**config.mk**
```make
export PLATFORM = sky130hd
export DESIGN_NAME = serial_adder
export DESIGN_NICKNAME = d
export VERILOG_FILES = /design/src/rtl/serial_add_pkg.sv /design/src/rtl/full_adder_cell.sv /design/src/rtl/serial_adder.sv
export SDC_FILE = /design/constraint.sdc
export NUM_CORES = 1
export LEC_CHECK = 0
export CELL_PAD_IN_SITES_DETAIL_PLACEMENT = 1
export CELL_PAD_IN_SITES_GLOBAL_PLACEMENT = 1
export CORE_ASPECT_RATIO = 0.75
export CORE_MARGIN = 2
export CORE_UTILIZATION = 40
export DETAILED_ROUTE_END_ITERATION = 10
export PLACE_DENSITY_LB_ADDON = 0.1
export SYNTH_ARGS = -nofsm -noshare
export SYNTH_HDL_FRONTEND = slang
export SYNTH_SLANG_ARGS = --single-unit
```
**constraint.sdc**
```tcl
create_clock -name clk -period 1.9 [get_ports clk]
set_input_delay 0.38 -clock clk [delete_from_list [all_inputs] [get_ports clk]]
set_output_delay 0.38 -clock clk [all_outputs]
set_load 0.05 [all_outputs]
```
**src/rtl/serial_add_pkg.sv**
```systemverilog
// Shared types and constants for the bit-serial adder.
package serial_add_pkg;

  localparam int DEFAULT_WIDTH = 8;

  typedef enum logic [1:0] {
    IDLE  = 2'd0,
    SHIFT = 2'd1,
    DONE  = 2'd2
  } state_e;

endpackage

```
**src/rtl/full_adder_cell.sv**
```systemverilog
// Single-bit combinational full adder used by the serial adder datapath.
module full_adder_cell (
  input  logic x,
  input  logic y,
  input  logic z,
  output logic s,
  output logic c
);

  // Sum is the parity of the inputs; carry is their majority.
  always_comb begin
    s = x ^ y ^ z;
    c = (x & y) | (x & z) | (y & z);
  end

endmodule

```
**src/rtl/serial_adder.sv**
```systemverilog
// Bit-serial two's-complement adder: one bit per clock, LSB first, through a
// single full-adder cell with a registered carry.
// Optional signed-overflow output is enabled by defining SERIAL_ADD_OVF_EN.
module serial_adder
  import serial_add_pkg::*;
#(
  parameter int WIDTH = DEFAULT_WIDTH
) (
  input  logic             clk,
  input  logic             rst,
  input  logic             start,
  input  logic [WIDTH-1:0] a,
  input  logic [WIDTH-1:0] b,
  input  logic             cin,
  output logic             busy,
  output logic             done,
  output logic [WIDTH-1:0] sum,
  output logic             cout
`ifdef SERIAL_ADD_OVF_EN
  ,
  output logic             ovf
`endif
);

  localparam int CNT_W = $clog2(WIDTH);
  localparam logic [CNT_W-1:0] LAST_BIT = CNT_W'(WIDTH - 1);

  state_e           state_q, state_d;
  logic [WIDTH-1:0] a_sr_q, a_sr_d;
  logic [WIDTH-1:0] b_sr_q, b_sr_d;
  logic [WIDTH-1:0] s_sr_q, s_sr_d;
  logic             carry_q, carry_d;
  logic [CNT_W-1:0] cnt_q, cnt_d;
  logic [WIDTH-1:0] sum_q, sum_d;
  logic             cout_q, cout_d;
`ifdef SERIAL_ADD_OVF_EN
  logic             ovf_q, ovf_d;
`endif

  logic fa_s;
  logic fa_c;

  full_adder_cell u_fa (
    .x (a_sr_q[0]),
    .y (b_sr_q[0]),
    .z (carry_q),
    .s (fa_s),
    .c (fa_c)
  );

  // Next-state logic: load on accepted start, shift one bit per SHIFT cycle,
  // publish the result on the last bit.
  always_comb begin
    state_d = state_q;
    a_sr_d  = a_sr_q;
    b_sr_d  = b_sr_q;
    s_sr_d  = s_sr_q;
    carry_d = carry_q;
    cnt_d   = cnt_q;
    sum_d   = sum_q;
    cout_d  = cout_q;
`ifdef SERIAL_ADD_OVF_EN
    ovf_d   = ovf_q;
`endif
    case (state_q)
      IDLE: begin
        if (start) begin
          a_sr_d  = a;
          b_sr_d  = b;
          carry_d = cin;
          cnt_d   = '0;
          state_d = SHIFT;
        end
      end
      SHIFT: begin
        a_sr_d  = a_sr_q >> 1;
        b_sr_d  = b_sr_q >> 1;
        // New bit enters at the MSB; after WIDTH shifts bit 0 sits at the LSB.
        s_sr_d  = WIDTH'({fa_s, s_sr_q} >> 1);
        carry_d = fa_c;
        cnt_d   = cnt_q + CNT_W'(1);
        if (cnt_q == LAST_BIT) begin
          sum_d   = s_sr_d;
          cout_d  = fa_c;
`ifdef SERIAL_ADD_OVF_EN
          // carry_q is the carry into the MSB during the final bit.
          ovf_d   = carry_q ^ fa_c;
`endif
          state_d = DONE;
        end
      end
      DONE: begin
        state_d = IDLE;
      end
      default: begin
        state_d = IDLE;
      end
    endcase
  end

  // State, datapath and result registers; reset abandons any operation.
  always_ff @(posedge clk or posedge rst) begin
    if (rst) begin
      state_q <= IDLE;
      a_sr_q  <= '0;
      b_sr_q  <= '0;
      s_sr_q  <= '0;
      carry_q <= 1'b0;
      cnt_q   <= '0;
      sum_q   <= '0;
      cout_q  <= 1'b0;
`ifdef SERIAL_ADD_OVF_EN
      ovf_q   <= 1'b0;
`endif
    end else begin
      state_q <= state_d;
      a_sr_q  <= a_sr_d;
      b_sr_q  <= b_sr_d;
      s_sr_q  <= s_sr_d;
      carry_q <= carry_d;
      cnt_q   <= cnt_d;
      sum_q   <= sum_d;
      cout_q  <= cout_d;
`ifdef SERIAL_ADD_OVF_EN
      ovf_q   <= ovf_d;
`endif
    end
  end

  // Status flags decode directly from the registered state.
  always_comb begin
    busy = (state_q == SHIFT);
    done = (state_q == DONE);
    sum  = sum_q;
    cout = cout_q;
`ifdef SERIAL_ADD_OVF_EN
    ovf  = ovf_q;
`endif
  end

endmodule

```
==> impl_metrics.tcl <==
set metrics [dict create \
    finalSetupViolations 0 \
    htree_levels 2 \
    final_core_util 0.542 \
    drtIter0Drc 73 \
    die_w_um 81.1 \
    worst_slack_ns 0.0838 \
    clockBufferDepth 2 \
    worstSkewPairLatency_ns 0.28 \
    io_buffers 30 \
    post-route-period-util 0.956 \
    hold_viol 0 \
    hpwl_um 2490 \
    via_per_inst 5.25 \
    critPathRequiredTime_ns 1.52 \
    wl_per_cell_um 15.4 \
    grtUsageTotal 0.163 \
    cts_tree "yes" \
    irDropWorstVdd_uv 772 \
    tightestPinTransition_ns 1.07 \
    slew_headroom 0.284 \
    worst_setup_path_end_kind "output pin" \
    crit_type "flop to output pin" \
    finalPower_mw 3.75 \
    p_seq_frac 0.384 \
    pre_cts_slack_ns -0.157 \
    maxCapViolCount 0 \
    min_path_type "flop to flop" \
    ff_latch_area_sq_um 951 \
    power_density_nw_per_um2 1660 \
    syn_nets 164 \
    p_int_mw 2.32 \
    swShare 0.381 \
    yosys_warnings 0 \
    crit_buf_inv 1 \
    ant_nets 0 \
    ys_types 29 \
    cp_cell_sequence "clkdlybuf4s50_1" \
    crit_path_max_incr_delay_ns 0.80 \
    grt_overflow 0 \
    cts_hold_buffers 0 \
    critPathArrivalTime_ns 1.44 \
    dp.cells 223 \
    grt_start_max_net_pins 39 \
    fin_crit_ns 1.82 \
    final_common_cell "dfrtp_1" \
    layout_common_cells "38 x dfrtp_1, 25 x clkdlybuf4s50_1, 16 x mux2_2" \
    post_dp_cell_area_sq_um 2160 \
    netlist_instances 141 \
    gp_congestion 0.745 \
    rows 20 \
    rsz0062_at_grt "no" \
    syn-cell-area_sq_um 1780 \
    avgSynthCellArea_sq_um 12.6 \
    drc 0 \
    critPathLaunchType "flop" \
    fin_tns_setup_ns 0 \
    seq_area_frac_synth 0.534 \
    fillers 458 \
    grt_antenna_before_repair 0 \
    n_antenna_cell 0 \
    p_sw_mw 1.43 \
    synth-seq-cells 38 \
    post_cts_buffers 0 \
    vias 1212 \
    fin_cells 231 \
    crit_path_max_fanout 2 \
    slew_violations 0 \
    cellLeakagePower_nw 0.980 \
    final_net_count 198 \
    wl_um 3560 \
    pwr-share-comb 0.467 \
    coreArea_sq_um 4150 \
    die_area_sq_um 5010 \
    critPathSlowestCell "clkdlybuf4s50_1" \
    drive_gt1_frac 0.256 \
    status "finished clean" \
    cts_sinks 38 \
    clockPowerShare 0.149 \
    area_growth_syn_to_layout_pct 26.5 \
    final.setup_skew_ns 0.00481 \
    cts_root_buf "clkbuf_8" \
    grt_pass1_vias 1290 \
    cts_buffers 5 \
    critical-path-top-delay-family "buffers and inverters" \
    postLayoutCellArea_sq_um 2250 \
    die-height_um 61.8 \
    multi_input_area_sq_um 717 \
    grt_pass1_wl_um 6070 \
    drtPass1Iterations 4 \
    io_pins 31 \
    clock.fmax_mhz 551 \
    fin_hold_ws_ns 0.504 \
    clk_pin_slew_ns 0.07 \
    cts_resized 0 \
    start_util 0.429 \
]
==> path summary, 6_finish.rpt <==
check	start	endpoint	slack (ns)	cells after the start
max	sum[5]	sum[5]	0.08	1
min	sum[2]	sum[2]	0.50	1
min reg2reg	sum[2]	sum[2]	0.50	1
max reg2reg	state_q[0]	a_sr_q[2]	0.26	2
min in group asynchronous	rst	s_sr_q[6]	0.52	3
max in group asynchronous	rst	s_sr_q[4]	1.04	3
==> cells by family (layout without fill, tap and decap cells) <==
kind of cell | count (synthesis) | after routing | synth area share
simple gates | 36 | 36 | 0.159
buf+inv | 25 | 60 | 0.0639
flops | 38 | 38 | 0.534
mux | 17 | 17 | 0.107
fa+ha+maj | 3 | 3 | 0.0253
compound gates | 22 | 22 | 0.111
==> state kept, by name (all words and copies together), names as in the netlist <==
name / count
carry_q: 1
cout: 1
sum: 8
b_sr_q: 8
a_sr_q: 8
s_sr_q: 7
cnt_q: 3
state_q: 2
==> routing by layer <==
metal | track usage | up-vias | share of wire
li1 | - | 576 | -
met1 | 0.212 | 606 | 0.48
met2 | 0.267 | 28 | 0.47
met3 | 0.0520 | 2 | 0.048
met4 | 0.0508 | 0 | 0.0065
met5 | 0 | - | 0
==> cells in the mapped netlist <==
master    count  area, sq um
dfrtp_1      38          951
mux2i_1       1         10.0
buf_2         7         35.0
nor4b_1       6         52.6
a221oi_2      1         15.0
or2b_1        1         7.51
mux2_2       16          180
a211oi_1      6         45.0
or4b_1        4         40.0
o221a_2       4         45.0
o21bai_1      1         7.51
nor2_1        1         3.75
buf_6         1         11.3
o21ba_2       1         10.0
inv_1        13         48.8
nor3b_1      13         97.6
a21oi_1       1         5.00
a211o_1       2         17.5
buf_4         1         7.51
clkbuf_1      2         7.51
a22o_1        2         17.5
a221oi_1      4         35.0
inv_2         1         3.75
fa_1          1         20.0
ha_1          2         25.0
nand3b_1      1         7.51
and4bb_2      2         25.0
nor2b_1       6         37.5
nand2b_1      2         12.5
==> power by group through the flow <==
stage,Clock [mW],Combinational [mW],Sequential (mW)
after global placement,0,1.72,1.43
after CTS,0.583,1.77,1.45
after floorplan,0,0.979,1.70
after detailed placement,0,1.76,1.46
final,0.558,1.75,1.44
after global routing,0.621,1.90,1.50
==> area by class of cell <==
class	count	share of cell area
clock buffers	7	0.0383
clock inverters	1	0.00222
inverters	14	0.0233
multi-input cells	78	0.318
flip-flops and latches	38	0.422
well taps	55	0.0305
repair buffers	38	0.165
No activity file was read; power rests on OpenSTA's default activity.
